===== src/rtl/quad_decoder_n_pkg.sv =====
// Shared types and helpers for the quadrature decoder.
package quad_pkg;

  // Debounced {A,B} phase state; CW order is S00 -> S01 -> S11 -> S10 -> S00.
  typedef enum logic [1:0] {
    S00 = 2'b00,
    S01 = 2'b01,
    S11 = 2'b11,
    S10 = 2'b10
  } phase_t;

  localparam logic DIR_CW  = 1'b1;
  localparam logic DIR_CCW = 1'b0;

  // Expected forward (CW) successor of a phase state.
  function automatic phase_t next_cw(input phase_t s);
    case (s)
      S00:     return S01;
      S01:     return S11;
      S11:     return S10;
      default: return S00;
    endcase
  endfunction

endpackage


===== src/rtl/quad_decoder_n_debounce.sv =====
// Per-phase synchroniser followed by a consecutive-cycle debounce filter.
module quad_debounce
  import quad_pkg::*;
#(
  parameter int SYNC_STAGES = 2,
  parameter int DEB_CYC     = 4
) (
  input  logic clk,
  input  logic rst_n,
  input  logic raw,
  input  logic load,
  output logic filt
);

  localparam int CW = (DEB_CYC > 1) ? $clog2(DEB_CYC) : 1;
  localparam logic [CW-1:0] CNT_LAST = CW'(DEB_CYC - 1);

  logic [SYNC_STAGES-1:0] r_sync;
  logic [CW-1:0]          r_cnt;
  logic                   r_filt;
  logic                   w_sync;

  assign w_sync = r_sync[SYNC_STAGES-1];
  assign filt   = r_filt;

  // Synchroniser shift chain for the asynchronous phase input.
  always_ff @(posedge clk or negedge rst_n) begin
    if (!rst_n) r_sync <= '0;
    else        r_sync <= {r_sync[SYNC_STAGES-2:0], raw};
  end

  // Accept a new level only after DEB_CYC consecutive mismatching samples.
  always_ff @(posedge clk or negedge rst_n) begin
    if (!rst_n) begin
      r_filt <= 1'b0;
      r_cnt  <= '0;
    end else if (load) begin
      r_filt <= w_sync;
      r_cnt  <= '0;
    end else if (w_sync == r_filt) begin
      r_cnt  <= '0;
    end else if (r_cnt == CNT_LAST) begin
      r_filt <= w_sync;
      r_cnt  <= '0;
    end else begin
      r_cnt  <= r_cnt + CW'(1);
    end
  end

endmodule


===== src/rtl/quad_decoder_n.sv =====
// Quadrature decoder: debounced A/B phases, x1/x4 decode, signed position.
module quad_decoder_n
  import quad_pkg::*;
#(
  parameter int CNT_W       = 8,
  parameter int DEB_CYC     = 4,
  parameter int SYNC_STAGES = 2,
  parameter int X4          = 1,
  parameter int WRAP        = 1
) (
  input  logic                    clk,
  input  logic                    rst_n,
  input  logic                    ena,
  input  logic                    ph_a,
  input  logic                    ph_b,
  input  logic                    clr,
  output logic signed [CNT_W-1:0] pos,
  output logic                    dir,
  output logic                    step,
  output logic                    err,
  output logic [1:0]              ab_filt
);

  // Filters load directly for SYNC_STAGES+1 edges; decode stays inhibited
  // one edge longer so prev has caught up with the loaded filter value.
  localparam int ST_LAST = SYNC_STAGES + 2;
  localparam int ST_W    = $clog2(ST_LAST + 1);

  localparam logic signed [CNT_W-1:0] POS_MAX = {1'b0, {(CNT_W-1){1'b1}}};
  localparam logic signed [CNT_W-1:0] POS_MIN = {1'b1, {(CNT_W-1){1'b0}}};
  localparam logic signed [CNT_W-1:0] ONE     = CNT_W'(1);

  logic [ST_W-1:0]         r_start;
  logic                    w_load;
  logic                    w_inhibit;
  logic                    w_fa;
  logic                    w_fb;
  phase_t                  w_cur;
  phase_t                  r_prev;
  logic                    w_fwd;
  logic                    w_rev;
  logic                    w_ill;
  logic                    w_count;
  logic                    w_err_set;
  logic signed [CNT_W-1:0] w_pos_nxt;
  logic signed [CNT_W-1:0] r_pos;
  logic                    r_dir;
  logic                    r_step;
  logic                    r_err;

  assign w_load    = (r_start < ST_W'(SYNC_STAGES + 1));
  assign w_inhibit = (r_start != ST_W'(ST_LAST));

  // Startup window counter, saturates once decoding is enabled.
  always_ff @(posedge clk or negedge rst_n) begin
    if (!rst_n)         r_start <= '0;
    else if (w_inhibit) r_start <= r_start + ST_W'(1);
  end

  quad_debounce #(
    .SYNC_STAGES (SYNC_STAGES),
    .DEB_CYC     (DEB_CYC)
  ) u_deb_a (
    .clk   (clk),
    .rst_n (rst_n),
    .raw   (ph_a),
    .load  (w_load),
    .filt  (w_fa)
  );

  quad_debounce #(
    .SYNC_STAGES (SYNC_STAGES),
    .DEB_CYC     (DEB_CYC)
  ) u_deb_b (
    .clk   (clk),
    .rst_n (rst_n),
    .raw   (ph_b),
    .load  (w_load),
    .filt  (w_fb)
  );

  assign ab_filt = {w_fa, w_fb};
  assign w_cur   = phase_t'(ab_filt);

  // Classify the prev -> current transition and compute the next position.
  always_comb begin
    w_fwd     = (w_cur != r_prev) && (w_cur == next_cw(r_prev));
    w_rev     = (w_cur != r_prev) && (r_prev == next_cw(w_cur));
    w_ill     = (w_cur != r_prev) && !w_fwd && !w_rev;
    w_count   = 1'b0;
    w_err_set = 1'b0;
    if (!w_inhibit) begin
      // x1 counts only legal entries into 00: from 10 is CW, from 01 is CCW.
      w_count   = ena && (w_fwd || w_rev) && ((X4 != 0) || (w_cur == S00));
      w_err_set = w_ill;
    end
    w_pos_nxt = r_pos;
    if (w_fwd) begin
      if (!((WRAP == 0) && (r_pos == POS_MAX))) w_pos_nxt = r_pos + ONE;
    end else if (w_rev) begin
      if (!((WRAP == 0) && (r_pos == POS_MIN))) w_pos_nxt = r_pos - ONE;
    end
  end

  // Prev tracking, position, direction, step pulse and sticky error.
  always_ff @(posedge clk or negedge rst_n) begin
    if (!rst_n) begin
      r_prev <= S00;
      r_pos  <= '0;
      r_dir  <= DIR_CCW;
      r_step <= 1'b0;
      r_err  <= 1'b0;
    end else begin
      r_prev <= w_cur;
      r_step <= w_count && !clr;
      if (w_count) r_dir <= w_fwd ? DIR_CW : DIR_CCW;
      if (clr)          r_pos <= '0;
      else if (w_count) r_pos <= w_pos_nxt;
      if (clr)            r_err <= 1'b0;
      else if (w_err_set) r_err <= 1'b1;
    end
  end

  assign pos  = r_pos;
  assign dir  = r_dir;
  assign step = r_step;
  assign err  = r_err;

endmodule


===== config.mk =====
export PLATFORM = sky130hd
export DESIGN_NAME = quad_decoder_n
export DESIGN_NICKNAME = d
export VERILOG_FILES = /design/src/rtl/quad_decoder_n_pkg.sv /design/src/rtl/quad_decoder_n_debounce.sv /design/src/rtl/quad_decoder_n.sv
export SDC_FILE = /design/constraint.sdc
export NUM_CORES = 1
export LEC_CHECK = 0
export ABC_AREA = 0
export BUFFER_PORTS_ARGS = -buffer_cell sky130_fd_sc_hd__buf_2
export CORE_ASPECT_RATIO = 1.25
export CORE_UTILIZATION = 35
export DETAILED_ROUTE_END_ITERATION = 8
export GPL_ROUTABILITY_DRIVEN = 0
export GPL_TIMING_DRIVEN = 0
export PLACE_DENSITY = 0.5
export SYNTH_ARGS = -nofsm -noshare
export SYNTH_HDL_FRONTEND = slang
export SYNTH_SLANG_ARGS = --single-unit

===== constraint.sdc =====
create_clock -name clk -period 3.3 [get_ports clk]
set_clock_uncertainty 0.15 [all_clocks]
set_input_delay 0.66 -clock clk [delete_from_list [all_inputs] [get_ports clk]]
set_output_delay 0.66 -clock clk [all_outputs]
set_load 0.05 [all_outputs]

==> reports/metrics.csv <==
stage;metric;value;unit
status;outcome;finished with violations;
status;violations in the final reports;DRC;
routing;DR vias;971;
timing;RSZ-0062 raised after global routing;false;
placement;Post-DP HPWL;1785;um
worst_hold_path;Worst Hold Class;flip-flop to flip-flop;
routing;ANT nets after route;0;
cts;H-tree depth;1;
cts;CTS Buf Count;3;
flow_run;max-cap violations;0;
cts;CTS Hold Bufs;0;
cts;clk buf depth;2;
finish;Finished Layout Cells;184;
logic_synthesis;YS warnings;0;
logic_synthesis;Synth Instances;124;
floorplanning;die width;57.40;um
routing;Post-route DRC;2;
routing;routed wire length;2366;um
logic_synthesis;Mapped Nets;141;
floorplanning;starting density of the core;37.57;%
timing;FMAX;0.3487;GHz
cts;Setup Fix Bufs, Post-CTS;0;
floorplanning;Core Rows;24;
cts;Clock Sinks;26;
placement;Placed Cells;181;
logic_synthesis;Synth Area per Inst;10.83;sq um
finish;ant diodes;0;
cts;CTS tree;built;
finish;nets;164;
finish;area added between synthesis and finish;13.42;%
finish;filler instances;365;
global_route;wire length of the first global-routing pass;4167;um
logic_synthesis;flops & latches, synth;26;
setup_path;CP startpoint;u_deb_a.filt;
global_route;initial antenna violation count;0;
setup_path;arrival time at the worst endpoint;2870;ps
routing;Avg WL per Cell;12.86;um
timing;setup TNS;0;ps
setup_path;kind of critical path;flip-flop to flip-flop;
finish;layout cells sized above 1;19.31;%
setup_path;CP startpoint kind;flip-flop;
timing;Final Max Tran Viols;0;
routing;DRT Pass-1 Iters;6;
timing;max_slew headroom;61.47;%
timing;final setup violating endpoints;0;
floorplanning;Core ar.;0.003573;sq mm
floorplanning;die height;71.25;um
global_route;largest net degree at the start of global routing;27;
logic_synthesis;post-synth cell types;34;
floorplanning;die area;0.004089;sq mm
cts;clk_lat worst skew;270;ps
floorplanning;I/O pin count;19;
setup_path;CP Data Required Time;3300;ps
global_route;overall routing resource usage;13.28;%
timing;Hold WS;204.4;ps
finish;Register Area;650.6;sq um
timing;count of final hold-check violations;0;
timing;Final Cycle Share;86.90;%
setup_path;CP Max Fanout;7;
routing;Initial DRC Count;16;
logic_synthesis;synthesized area;0.001343;sq mm
setup_path;worst reg2reg startpoint;u_deb_a.filt;
logic_synthesis;sequential fraction of the synthesis area;48.46;%
global_route;grt ovf;0;
global_route;vias in the first global route;965;
cts;Resized Gates After CTS;0;
timing;Worst Max-Slew Pin Slew;578.0;ps
cts;clock-pin slew on the worst setup and hold paths;80;ps
setup_path;Worst setup EP type;flip-flop;
timing;fin crit period;2868;ps
worst_hold_path;critical hold path startpoint;u_deb_a.r_sync[0];
routing;vias per inst;5.277;
placement;PortBufs;18;
finish;multi-input combinational cell area;643.1;sq um
cts;Root Driver;clkbuf_8;
[cell type report]
| class | count | area share, % |
|---|---|---|
| tap | 39 | 3.205 |
| inverter | 5 | 1.233 |
| timing repair buffer | 18 | 5.916 |
| buffer | 4 | 1.972 |
| clock buffer | 3 | 2.712 |
| multi-input combinational | 89 | 42.24 |
| sequential | 26 | 42.73 |
[through the flow]
step | util (%) | area [sq um] | worst slack, ps
2_1_floorplan | - | 1343 | 739.3
3_3_place_gp | 41.46 | 1481 | 457.4
3_5_place_dp | 41.46 | 1481 | 420.1
4_1_cts | 42.61 | 1523 | 398.9
5_1_grt | 42.61 | 1523 | 229.7
6_report | 42.61 | 1523 | 432.4
[flip-flops by register name, summed over array words and instances, names as in the netlist]
| register | count |
|---|---|
| u_deb_a.filt | 1 |
| pos | 8 |
| u_deb_b.r_cnt | 2 |
| u_deb_b.filt | 1 |
| r_start | 3 |
| u_deb_a.r_cnt | 2 |
| dir | 1 |
| r_prev | 2 |
| err | 1 |
| u_deb_b.r_sync | 2 |
| u_deb_a.r_sync | 2 |
| step | 1 |
[cells in the mapped netlist]
cell type | instances | area, sq um
xnor2_1 | 9 | 78.83
a21oi_1 | 6 | 30.03
or3b_1 | 1 | 8.760
nor4_1 | 2 | 12.51
nor2_1 | 16 | 60.06
nor3b_1 | 4 | 30.03
mux2i_1 | 3 | 30.03
inv_2 | 1 | 3.750
fa_1 | 1 | 20.02
nand3b_1 | 1 | 7.510
xor2_1 | 3 | 26.28
o31a_1 | 1 | 8.760
dfrtp_1 | 26 | 650.6
nand2_1 | 6 | 22.52
or3_1 | 1 | 6.260
nor2b_1 | 3 | 18.77
a21boi_1 | 1 | 7.510
o21a_1 | 2 | 15.01
inv_1 | 4 | 15.01
a41oi_1 | 1 | 8.760
buf_6 | 1 | 11.26
nand2b_2 | 1 | 8.760
ha_1 | 10 | 125.1
clkbuf_1 | 1 | 3.750
nand3_1 | 2 | 10.01
mux2_2 | 2 | 22.52
o21ai_0 | 6 | 30.03
o211ai_1 | 1 | 7.510
nor3_1 | 1 | 5.000
buf_4 | 2 | 15.01
a211oi_1 | 2 | 15.01
o311ai_1 | 1 | 8.760
a21o_1 | 1 | 7.510
mux2_1 | 1 | 11.26
[critical path: stages, from the launching register on]
cell,delay [ps]
dfrtp_1,460
xnor2_1,340
nand2b_2,200
ha_1,370
a21oi_1,230
a211oi_1,120
or3_1,350
a21boi_1,200
mux2_1,330
[worst paths after layout]
kind                       depth (start not counted)           endpoint  slack [ps]
hold / removal                                     0  u_deb_a.r_sync[1]         200
setup reg to reg                                   8             pos[7]         430
max in group asynchronous                          1          r_prev[0]        2380
setup / recovery                                   8             pos[7]         430
min in group asynchronous                          1             pos[4]         230
hold reg to reg                                    0  u_deb_a.r_sync[1]         200
[cell usage in the layout, fill, tap and decap left out, types with 2 or more instances in the layout]
master,instances
dfrtp_1,26
buf_2,18
nor2_1,16
ha_1,10
xnor2_1,9
a21oi_1,6
nand2_1,6
o21ai_0,6
inv_1,4
nor3b_1,4
xor2_1,3
nor2b_1,3
mux2i_1,3
clkbuf_8,3
nor4_1,2
nand3_1,2
mux2_2,2
o21a_1,2
a211oi_1,2
buf_4,2
[kinds of logic (layout without fill, tap and decap cells)]
| kind of cell | count (synthesis) | in the layout | synth area share (%) |
|---|---|---|---|
| simple gates | 38 | 38 | 14.17 |
| flops | 26 | 26 | 48.46 |
| compound gates | 22 | 22 | 10.35 |
| xor+xnor | 12 | 12 | 7.829 |
| fa+ha+maj | 11 | 11 | 10.81 |
| buf+inv | 9 | 30 | 3.633 |
| mux | 6 | 6 | 4.753 |
[per-layer routing]
| layer | vias to the layer above | wire length, um | GRT usage (%) |
|---|---|---|---|
| met4 | 0 | 43 | 5.962 |
| met1 | 481 | 1031 | 15.72 |
| met3 | 5 | 80 | 2.708 |
| met5 | - | 0 | 0 |
| li1 | 470 | - | - |
| met2 | 15 | 1210 | 23.00 |
Power is left out: the tool's default activity adds up to more than one toggle a clock period on the data nets, which glitch-free logic cannot reach.
